--- config.mk ---
export PLATFORM = sky130hd
export DESIGN_NAME = wb_select_stage_flat
export DESIGN_NICKNAME = d
export VERILOG_FILES = /design/src/rtl/cpu_isa_pkg.sv /design/src/rtl/wb_select_stage_if.sv /design/src/rtl/wb_src_mux.sv /design/src/rtl/wb_select_stage.sv /design/src/flat_wrapper.sv
export SDC_FILE = /design/constraint.sdc
export NUM_CORES = 1
export LEC_CHECK = 0
export ABC_CLOCK_PERIOD_IN_PS = 2100
export CELL_PAD_IN_SITES_DETAIL_PLACEMENT = 0
export CELL_PAD_IN_SITES_GLOBAL_PLACEMENT = 1
export CORE_AREA = 2 2 101 142
export CTS_CLUSTER_DIAMETER = 50
export CTS_CLUSTER_SIZE = 24
export DETAILED_ROUTE_END_ITERATION = 7
export DIE_AREA = 0 0 103 144
export HOLD_SLACK_MARGIN = 0.03
export PLACE_DENSITY_LB_ADDON = 0.1
export SLEW_MARGIN = 10
export SYNTH_ARGS = -nofsm -noshare
export SYNTH_HDL_FRONTEND = slang
export SYNTH_SLANG_ARGS = --single-unit
--- constraint.sdc ---
create_clock -name clock -period 2.1 [get_ports clock]
set_input_delay 0.315 -clock clock [delete_from_list [all_inputs] [get_ports clock]]
set_output_delay 0.315 -clock clock [all_outputs]
set_load 0.02 [all_outputs]
--- src/rtl/cpu_isa_pkg.sv ---
// Opcode map, writeback FSM states and the writeback-enable rule for the writeback stage.
package cpu_isa_pkg;

  localparam int unsigned NOP   = 0;
  localparam int unsigned ADD   = 1;
  localparam int unsigned SUB   = 2;
  localparam int unsigned STORE = 3;
  localparam int unsigned LOAD  = 4;
  localparam int unsigned MOVE  = 5;
  localparam int unsigned AND   = 6;
  localparam int unsigned OR    = 7;
  localparam int unsigned XOR   = 8;
  localparam int unsigned NOT   = 9;
  localparam int unsigned SHL   = 10;
  localparam int unsigned SHR   = 11;
  localparam int unsigned SAR   = 12;
  localparam int unsigned MUL   = 13;
  localparam int unsigned DIV   = 14;
  localparam int unsigned MOD   = 15;
  localparam int unsigned MOVEI = 16;
  localparam int unsigned CMP   = 17;
  localparam int unsigned SLT   = 18;
  localparam int unsigned SLTU  = 19;
  localparam int unsigned LUI   = 20;
  localparam int unsigned JUMP  = 21;
  localparam int unsigned BRA   = 22;
  localparam int unsigned ADDF  = 23;
  localparam int unsigned MULF  = 24;

  typedef enum logic [0:0] {
    S_RUN,
    S_WAIT_DM
  } wb_state_t;

  // Unknown opcodes fall through to "writes", matching the ALUOUT default.
  function automatic logic wb_writes(input int unsigned opc);
    return !(opc == NOP || opc == STORE || opc == JUMP || opc == BRA);
  endfunction

endpackage

--- src/rtl/wb_select_stage_if.sv ---
// Upstream, data-memory and writeback buses of wb_select_stage.
// fwd_* bypass signals exist only when WB_FWD_EN is defined.
interface wb_select_stage_if #(
  parameter int unsigned DATA_W = 32,
  parameter int unsigned OPC_W  = 6,
  parameter int unsigned REG_AW = 5
);
  logic              in_valid;
  logic              in_ready;
  logic [OPC_W-1:0]  OPC;
  logic [REG_AW-1:0] RD;
  logic [DATA_W-1:0] RS1;
  logic [DATA_W-1:0] IMMVAL;
  logic [DATA_W-1:0] ALUOUT;
  logic              dm_valid;
  logic              dm_ready;
  logic [DATA_W-1:0] DOUT_DM;
  logic              out_valid;
  logic              out_ready;
  logic              wb_we;
  logic [REG_AW-1:0] wb_rd;
  logic [DATA_W-1:0] wb_data;
  logic              wb_err;
`ifdef WB_FWD_EN
  logic              fwd_valid;
  logic [REG_AW-1:0] fwd_rd;
  logic [DATA_W-1:0] fwd_data;

  modport master (
    output in_valid, OPC, RD, RS1, IMMVAL, ALUOUT, dm_valid, DOUT_DM, out_ready,
    input  in_ready, dm_ready, out_valid, wb_we, wb_rd, wb_data, wb_err,
    input  fwd_valid, fwd_rd, fwd_data
  );
  modport slave (
    input  in_valid, OPC, RD, RS1, IMMVAL, ALUOUT, dm_valid, DOUT_DM, out_ready,
    output in_ready, dm_ready, out_valid, wb_we, wb_rd, wb_data, wb_err,
    output fwd_valid, fwd_rd, fwd_data
  );
`else
  modport master (
    output in_valid, OPC, RD, RS1, IMMVAL, ALUOUT, dm_valid, DOUT_DM, out_ready,
    input  in_ready, dm_ready, out_valid, wb_we, wb_rd, wb_data, wb_err
  );
  modport slave (
    input  in_valid, OPC, RD, RS1, IMMVAL, ALUOUT, dm_valid, DOUT_DM, out_ready,
    output in_ready, dm_ready, out_valid, wb_we, wb_rd, wb_data, wb_err
  );
`endif
endinterface

--- src/rtl/wb_src_mux.sv ---
// Combinational opcode-to-source selector for writeback; also decides the register-file write enable.
module wb_src_mux
  import cpu_isa_pkg::*;
#(
  parameter int unsigned DATA_W = 32,
  parameter int unsigned OPC_W  = 6
) (
  input  logic [OPC_W-1:0]  opc_i,
  input  logic [DATA_W-1:0] rs1_i,
  input  logic [DATA_W-1:0] imm_i,
  input  logic [DATA_W-1:0] alu_i,
  output logic [DATA_W-1:0] data_o,
  output logic              we_o
);

  always_comb begin
    data_o = alu_i;
    we_o   = wb_writes(32'(opc_i));
    if (opc_i == OPC_W'(MOVE)) begin
      data_o = rs1_i;
    end else if (opc_i == OPC_W'(MOVEI)) begin
      data_o = imm_i;
    end
  end

endmodule

--- src/rtl/wb_select_stage.sv ---
// Registered writeback-select stage: selects the writeback source, stalls LOADs on data memory and
// flags LOADs that time out. Defining WB_FWD_EN adds fwd_* bypass outputs from the output register.
module wb_select_stage
  import cpu_isa_pkg::*;
#(
  parameter int unsigned DATA_W       = 32,
  parameter int unsigned OPC_W        = 6,
  parameter int unsigned REG_AW       = 5,
  parameter int unsigned LOAD_TIMEOUT = 16
) (
  input logic               clock,
  input logic               reset_n,
  wb_select_stage_if.slave  bus
);

  localparam int unsigned CntW        = (LOAD_TIMEOUT > 0) ? $clog2(LOAD_TIMEOUT + 1) : 1;
  localparam int unsigned TimeoutLast = (LOAD_TIMEOUT > 0) ? LOAD_TIMEOUT - 1 : 0;

  wb_state_t         state_q, state_d;
  logic [CntW-1:0]   cnt_q, cnt_d;
  logic [REG_AW-1:0] ld_rd_q, ld_rd_d;
  logic              out_valid_q, out_valid_d;
  logic              wb_we_q, wb_we_d;
  logic              wb_err_q, wb_err_d;
  logic [REG_AW-1:0] wb_rd_q, wb_rd_d;
  logic [DATA_W-1:0] wb_data_q, wb_data_d;

  logic              slot_free;
  logic              accept;
  logic              dm_hs;
  logic              is_load;
  logic              timeout_hit;
  logic [DATA_W-1:0] mux_data;
  logic              mux_we;

  wb_src_mux #(
    .DATA_W (DATA_W),
    .OPC_W  (OPC_W)
  ) u_src_mux (
    .opc_i  (bus.OPC),
    .rs1_i  (bus.RS1),
    .imm_i  (bus.IMMVAL),
    .alu_i  (bus.ALUOUT),
    .data_o (mux_data),
    .we_o   (mux_we)
  );

  assign slot_free = !out_valid_q || bus.out_ready;
  assign accept    = bus.in_valid && (state_q == S_RUN) && slot_free;
  assign dm_hs     = bus.dm_valid && (state_q == S_WAIT_DM) && slot_free;
  assign is_load   = (bus.OPC == OPC_W'(LOAD));
  // Fires in the wait cycle whose increment would bring the count to LOAD_TIMEOUT.
  assign timeout_hit = (LOAD_TIMEOUT != 0) && (cnt_q >= CntW'(TimeoutLast));

  always_comb begin
    state_d     = state_q;
    cnt_d       = cnt_q;
    ld_rd_d     = ld_rd_q;
    out_valid_d = out_valid_q && !bus.out_ready;
    wb_we_d     = wb_we_q;
    wb_err_d    = wb_err_q;
    wb_rd_d     = wb_rd_q;
    wb_data_d   = wb_data_q;
    case (state_q)
      S_RUN: begin
        if (accept) begin
          if (is_load) begin
            state_d = S_WAIT_DM;
            cnt_d   = '0;
            ld_rd_d = bus.RD;
          end else begin
            out_valid_d = 1'b1;
            wb_we_d     = mux_we;
            wb_err_d    = 1'b0;
            wb_rd_d     = bus.RD;
            wb_data_d   = mux_data;
          end
        end
      end
      S_WAIT_DM: begin
        if (dm_hs) begin
          out_valid_d = 1'b1;
          wb_we_d     = 1'b1;
          wb_err_d    = 1'b0;
          wb_rd_d     = ld_rd_q;
          wb_data_d   = bus.DOUT_DM;
          state_d     = S_RUN;
        end else if (timeout_hit && slot_free) begin
          out_valid_d = 1'b1;
          wb_we_d     = 1'b0;
          wb_err_d    = 1'b1;
          wb_rd_d     = ld_rd_q;
          wb_data_d   = '0;
          state_d     = S_RUN;
        end else if (cnt_q != '1) begin
          cnt_d = cnt_q + CntW'(1);
        end
      end
    endcase
  end

  always_ff @(posedge clock or negedge reset_n) begin
    if (!reset_n) begin
      state_q     <= S_RUN;
      cnt_q       <= '0;
      ld_rd_q     <= '0;
      out_valid_q <= 1'b0;
      wb_we_q     <= 1'b0;
      wb_err_q    <= 1'b0;
      wb_rd_q     <= '0;
      wb_data_q   <= '0;
    end else begin
      state_q     <= state_d;
      cnt_q       <= cnt_d;
      ld_rd_q     <= ld_rd_d;
      out_valid_q <= out_valid_d;
      wb_we_q     <= wb_we_d;
      wb_err_q    <= wb_err_d;
      wb_rd_q     <= wb_rd_d;
      wb_data_q   <= wb_data_d;
    end
  end

  assign bus.in_ready  = (state_q == S_RUN) && slot_free;
  assign bus.dm_ready  = (state_q == S_WAIT_DM) && slot_free;
  assign bus.out_valid = out_valid_q;
  assign bus.wb_we     = wb_we_q;
  assign bus.wb_err    = wb_err_q;
  assign bus.wb_rd     = wb_rd_q;
  assign bus.wb_data   = wb_data_q;

`ifdef WB_FWD_EN
  assign bus.fwd_valid = out_valid_q && wb_we_q;
  assign bus.fwd_rd    = wb_rd_q;
  assign bus.fwd_data  = wb_data_q;
`endif

endmodule
--- src/flat_wrapper.sv ---
// flat-port wrapper written by rule: the top's interface ports become plain ports
module wb_select_stage_flat import cpu_isa_pkg::*;
#(
  parameter int unsigned DATA_W       = 32,
  parameter int unsigned OPC_W        = 6,
  parameter int unsigned REG_AW       = 5,
  parameter int unsigned LOAD_TIMEOUT = 16
)
  (clock, reset_n, bus_in_valid, bus_OPC, bus_RD, bus_RS1, bus_IMMVAL, bus_ALUOUT, bus_dm_valid, bus_DOUT_DM, bus_out_ready, bus_in_ready, bus_dm_ready, bus_out_valid, bus_wb_we, bus_wb_rd, bus_wb_data, bus_wb_err);
  wb_select_stage_if #(.DATA_W(DATA_W), .OPC_W(OPC_W), .REG_AW(REG_AW)) bus_i ();
  input logic clock;
  input logic reset_n;
  input wire logic [$bits(bus_i.in_valid)-1:0] bus_in_valid;
  input wire logic [$bits(bus_i.OPC)-1:0] bus_OPC;
  input wire logic [$bits(bus_i.RD)-1:0] bus_RD;
  input wire logic [$bits(bus_i.RS1)-1:0] bus_RS1;
  input wire logic [$bits(bus_i.IMMVAL)-1:0] bus_IMMVAL;
  input wire logic [$bits(bus_i.ALUOUT)-1:0] bus_ALUOUT;
  input wire logic [$bits(bus_i.dm_valid)-1:0] bus_dm_valid;
  input wire logic [$bits(bus_i.DOUT_DM)-1:0] bus_DOUT_DM;
  input wire logic [$bits(bus_i.out_ready)-1:0] bus_out_ready;
  output wire logic [$bits(bus_i.in_ready)-1:0] bus_in_ready;
  output wire logic [$bits(bus_i.dm_ready)-1:0] bus_dm_ready;
  output wire logic [$bits(bus_i.out_valid)-1:0] bus_out_valid;
  output wire logic [$bits(bus_i.wb_we)-1:0] bus_wb_we;
  output wire logic [$bits(bus_i.wb_rd)-1:0] bus_wb_rd;
  output wire logic [$bits(bus_i.wb_data)-1:0] bus_wb_data;
  output wire logic [$bits(bus_i.wb_err)-1:0] bus_wb_err;
  assign bus_i.in_valid = bus_in_valid;
  assign bus_i.OPC = bus_OPC;
  assign bus_i.RD = bus_RD;
  assign bus_i.RS1 = bus_RS1;
  assign bus_i.IMMVAL = bus_IMMVAL;
  assign bus_i.ALUOUT = bus_ALUOUT;
  assign bus_i.dm_valid = bus_dm_valid;
  assign bus_i.DOUT_DM = bus_DOUT_DM;
  assign bus_i.out_ready = bus_out_ready;
  assign bus_in_ready = bus_i.in_ready;
  assign bus_dm_ready = bus_i.dm_ready;
  assign bus_out_valid = bus_i.out_valid;
  assign bus_wb_we = bus_i.wb_we;
  assign bus_wb_rd = bus_i.wb_rd;
  assign bus_wb_data = bus_i.wb_data;
  assign bus_wb_err = bus_i.wb_err;
  wb_select_stage #(.DATA_W(DATA_W), .OPC_W(OPC_W), .REG_AW(REG_AW), .LOAD_TIMEOUT(LOAD_TIMEOUT)) u_core (.clock(clock), .reset_n(reset_n), .bus(bus_i));
endmodule
# Word level (Yosys, flattened, before mapping)
# Cells that the tools add are included.
dict set report word_totals {
  ff_bits 51
  elab_cells 82
  out_inout_bits 42
  inputBits 144
}
dict set report op_classes {
  n_reduce_logical 19
  n_bitwise 1
  n_lt_le_gt_ge 1
  eq_ne 14
  addsub 1
  n_mux 38
}
# op n
set ops {}
lappend ops {{two-way mux 32 bit} 6}
lappend ops {{case mux 32 bit (2 select lines)} 1}
lappend ops {{two-way mux 5 bit} 9}
lappend ops {{case mux 5 bit (2 select lines)} 2}
lappend ops {{== test 6 x 5 -> 1 bit, second input constant} 3}
lappend ops {{two-way mux 1 bit} 16}
lappend ops {{== test 6 x 3 -> 1 bit, second input constant} 2}
lappend ops {{logical AND 1 bit} 8}
lappend ops {{!= test 2 bit, second input constant} 4}
lappend ops {{case mux 1 bit (2 select lines)} 4}
lappend ops {{== test 6 x 2 -> 1 bit, second input constant} 1}
lappend ops {{logical NOT 6 bit} 1}
lappend ops {{AND reduction 3 bit} 2}
lappend ops {{adder 5 x 1 -> 5 bit, second input constant} 1}
lappend ops {{>= comparator 5 x 4 -> 1 bit, second input constant} 1}
lappend ops {{!= test 5 bit, second input constant} 1}
lappend ops {{AND reduction 5 bit} 1}
lappend ops {{logical OR 1 bit} 4}
lappend ops {{!= test 2 x 1 -> 1 bit, second input constant} 2}
lappend ops {{logical NOT 1 bit} 3}
lappend ops {{!= test 3 bit, second input constant} 1}
lappend ops {{inverter 1 bit} 1}

# Logic depth before layout (Yosys ltp)
dict set report depth {
  ltp_word 8
  mapped_depth 8
  ltp_nobuf 8
}

# Cells and area by module
# Synthesis repeated with hierarchy kept, for this count alone.
dict set report hier_totals {
  cells_unflattened 364
  hier_area_um2 3707.3
}
# mod n_inst area_each_um2 cells_each
set by_module_without_submodules {}
lappend by_module_without_submodules {wb_select_stage 1 2568.7 202}
lappend by_module_without_submodules {wb_src_mux 1 1138.6 162}

# Least setup slack after synthesis
# Ideal clock, no wire load.
dict set report synth_path {
  kind {register to register}
  start {register u_core.cnt_q[0]}
  end {register u_core.cnt_q[2]}
  t_required_ps 1971
  path_buffers 0
  setup_slack_ps -227
  path_stages_with_launch 9
  setup_time_ps 129
  t_arrival_ps 2198
  cell_sequence {dfrtp_1 > ha_1 > and3_1 > ha_1 > or4b_2 > a2bb2oi_1 > o21a_1 > o21ai_0 > o21ai_0}
}
dict set report synth_between {
  elab_chain_len 5
  elab_cells_between_ends 11
}
# item line
set synth_lines {}
lappend synth_lines {{from (decl)} wb_select_stage.sv:20} ;# logic [CntW-1:0] cnt_q, cnt_d;
lappend synth_lines {{from (signal assigned)} wb_select_stage.sv:114} ;# cnt_q <= cnt_d;
lappend synth_lines {{adder 5 x 1 -> 5 bit} wb_select_stage.sv:96} ;# cnt_d = cnt_q + CntW'(1);
lappend synth_lines {{two-way mux 5 bit} wb_select_stage.sv:95} ;# end else if (cnt_q != '1) begin
lappend synth_lines {{two-way mux 5 bit} wb_select_stage.sv:88} ;# end else if (timeout_hit && slot_free) begin
lappend synth_lines {{two-way mux 5 bit} wb_select_stage.sv:81} ;# if (dm_hs) begin
lappend synth_lines {{case mux 5 bit (2 select lines)} wb_select_stage.sv:64} ;# case (state_q)
# Several ways; a longest one is shown, not always the timed one. The select of a mux whose other input is x is not followed.
# A chain may end at the register's enable or synchronous reset.

# Final worst setup path
dict set report layout_path {
  start {register u_core.cnt_q[1]}
  end {register u_core.wb_data_q[31] (netlist: u_core.bus.wb_data[31])}
}
dict set report layout_between {
  elab_chain_len 4
}
# item line
set layout_lines {}
lappend layout_lines {{>= comparator 5 x 4 -> 1 bit} wb_select_stage.sv:53} ;# assign timeout_hit = (LOAD_TIMEOUT != 0) && (cnt_q >= CntW'(TimeoutLast));
lappend layout_lines {{logical AND 1 bit} wb_select_stage.sv:88}
lappend layout_lines {{!= test 3 bit (no line)} --}
lappend layout_lines {{AND reduction 3 bit (no line)} --}
lappend layout_lines {{to (signal assigned)} wb_select_stage.sv:120} ;# wb_data_q <= wb_data_d;
lappend layout_lines {{to (decl)} wb_select_stage.sv:26} ;# logic [DATA_W-1:0] wb_data_q, wb_data_d;
# Every way passes these cells.

==> flow_metrics.tcl <==
set metrics [dict create \
    core_sq_um 13700 \
    fin_skew_ps 6.97 \
    grt_pass1_wl_mm 18.7 \
    powerDensity_nw_per_um2 554 \
    die_h_um 144 \
    yosys_warnings 0 \
    cts_buffers 5 \
    num_vias 3523 \
    die_x_um 103 \
    rsz0062_at_grt "true" \
    dp.cells 749 \
    grt_pass1_vias 3565 \
    final_common_cell "clkdlybuf4s50_1" \
    vias_per_cell 4.63 \
    leakagePower_nw 2.22 \
    ctsHoldBuffers 0 \
    place_congestion 0.783 \
    dpl_cell_area_sq_um 5330 \
    violations "setup timing" \
    max-vdd-ir-drop_mv 0.355 \
    worstSetupEndpointType "register" \
    hpwl_mm 9.52 \
    slew_headroom 0.459 \
    h-tree-depth 2 \
    setup_viol 42 \
    synth_fa_ha_area_frac 0.0122 \
    cts.sinks 51 \
    dr.pass1.iters 4 \
    r2r-start "u_core.cnt_q[1]" \
    layoutNonFillerInstCount 761 \
    synthXorXnorAreaFrac 0.00285 \
    post_synth_and_or_nand_nor_area_fraction 0.270 \
    finish.instance_area_sq_um 5600 \
    n_fill_cell 1442 \
    drv_cap 0 \
    dp_slack_ps -162 \
    synth_area_sq_um 3070 \
    syn-num-nets 530 \
    layout_common_cells "clkdlybuf4s50_1 (183), nand2_1 (105), nor2_1 (63)" \
    p_total_mw 3.10 \
    critPathLaunch "u_core.cnt_q[1]" \
    port_buffers 185 \
    yosysTopAreaCellShare 0.416 \
    reg2reg_to "u_core.bus.wb_data[31]" \
    synth_cell_types 39 \
    timing.final.crit_period_ps 2200 \
    die_area_sq_um 14800 \
    status "finished with violations" \
    required_ps 2270 \
    totalNegativeSetupSlack_ps -3000 \
    ioPinCount 186 \
    cts_buffer_depth 2 \
    cp.arrival_ps 2360 \
    hp-class "in2async" \
    antennaDiodeCount 0 \
    utilization 0.410 \
    setup_slack_ps -96.3 \
    rows 51 \
    grt_max_degree 42 \
    initial_core_util 0.225 \
    critical_path.max_fanout 28 \
    wl_per_cell_um 16.8 \
    whs_ps 97.9 \
    synth_top_family_by_area "simple AND/OR/NAND/NOR gates" \
    drive_above_1_share 0.120 \
    clock_latency_ps 290 \
    detail_route.wirelength_mm 12.8 \
    antenna_found_initial 0 \
    final_net_count 722 \
    drv_slew 0 \
    synth-seq-cells 51 \
    grt.overflow.total 0 \
    period_share 1.05 \
    grt.total_usage 0.166 \
    syn_area_per_cell_sq_um 8.01 \
    synthTopCellsByArea "dfrtp_1 (42%), nand2_1 (13%), a311o_1 (10%), nor2_1 (8.9%), a31oi_1 (6.5%)" \
    clock-root-buffer "clkbuf_16" \
    synth_cells 383 \
    hold_viol 0 \
    cts.clk_slew.worst_paths_ps 70 \
    worst_pin_slew_ps 811 \
    worstSetupStartpointType "register" \
    drc 0 \
    muxShareOfSynthArea 0.0379 \
    first_iter_violations 107 \
    postRouteAntennaNets 0 \
    r2r_slack_ps -100 \
    max_clock_freq_ghz 0.455 \
    worstRegToRegCells 8 \
    critPathKind "reg2reg" \
    synth_compound_area_frac 0.208 \
    syn_to_final_growth_pct 82.5 \
    yosys.area.top_type "dfrtp_1" \
    synth_seq_area_share 0.416 \
    cts_tree "built" \
]
==> cells in the mapped netlist <==
cell       instances
a21o_1             1
a21oi_1            7
a221o_1            1
a22o_1             1
a2bb2oi_1          1
a311o_1           32
a31oi_1           32
a32o_1             1
and2_1             1
and3_1             2
and4_1             1
buf_1              1
buf_2              6
buf_6              4
clkbuf_1          20
dfrtp_1           51
ha_1               3
inv_1              3
mux2_2             5
mux2i_1            6
nand2_1          105
nand2b_1           1
nand3_1            2
nand3b_1           3
nand4_1            1
nand4b_1           1
nor2_1            73
nor2b_1            3
nor3_1             1
nor3_2             1
nor3b_1            2
nor4_1             1
o21a_1             1
o21ai_0            4
o32ai_1            1
or2_2              1
or4_1              1
or4b_2             1
xnor2_1            1
==> sequential cells by signal, indices dropped and copies added, names as in the netlist <==
signal / count
u_core.bus.wb_rd: 5
u_core.state_q: 1
u_core.bus.wb_err: 1
u_core.bus.wb_we: 1
u_core.bus.out_valid: 1
u_core.ld_rd_q: 5
u_core.bus.wb_data: 32
u_core.cnt_q: 5
==> cells by family after synthesis <==
| kind of cell | count (synthesis) |
|---|---|
| muxes | 11 |
| and+or+nand+nor | 201 |
| AOI/OAI and AO/OA | 82 |
| adders and majority gates | 3 |
| DFF | 51 |
| buffers and inverters | 34 |
| xor gates and xnor gates | 1 |
==> cell type report <==
cell class	instances	area [sq um]	share of cell area
sequential	51	1280	0.228
tap	185	231	0.0413
inverter	3	11.3	0.00201
multi-input combinational	298	1750	0.312
clock buffer	8	156	0.0279
timing repair buffer	216	2180	0.389
==> routing by layer <==
layer	wire (um)	GRT usage	part of all wire	up-vias
met4	252	0.0533	0.020	0
met5	0	0	0	-
met3	580	0.0290	0.045	13
met2	7060	0.312	0.55	109
met1	4890	0.187	0.38	1672
li1	-	-	-	1729
==> report_power, final <==
| group | internal, mW | leakage (nW) | total [mW] | switching [mW] |
|---|---|---|---|---|
| Combinational | 0.600 | 1.56 | 1.04 | 0.442 |
| Sequential | 1.11 | 0.590 | 1.19 | 0.0773 |
| Clock | 0.509 | 0.0772 | 0.875 | 0.366 |
| Total | 2.22 | 2.22 | 3.10 | 0.885 |
==> timing repair <==
item                       4_1_cts  5_1_grt
pin swaps                        2        3
gates resized for setup          9       12
setup endpoints to repair       43       45
setup buffers                    2        1
gates cloned                     0        1
==> worst max-delay path by stage <==
stage,endpoint,cells after the start
after floorplan,u_core.bus.wb_err,8
after global placement,u_core.bus.wb_data[9],7
after detailed placement,u_core.bus.wb_data[31],7
after CTS,u_core.bus.wb_data[14],8
after global routing,u_core.bus.wb_data[20],8
final,u_core.bus.wb_data[31],8
==> critical path, cell delays in order, from the launching register on <==
cell and delay [ps]:
dfrtp_1 390, ha_2 190, and3_4 190, ha_4 160, or4_4 480, a32o_4 330, buf_12 180, nor2_1 100
a31oi_1 50
Power figures use the tool's default switching activity.
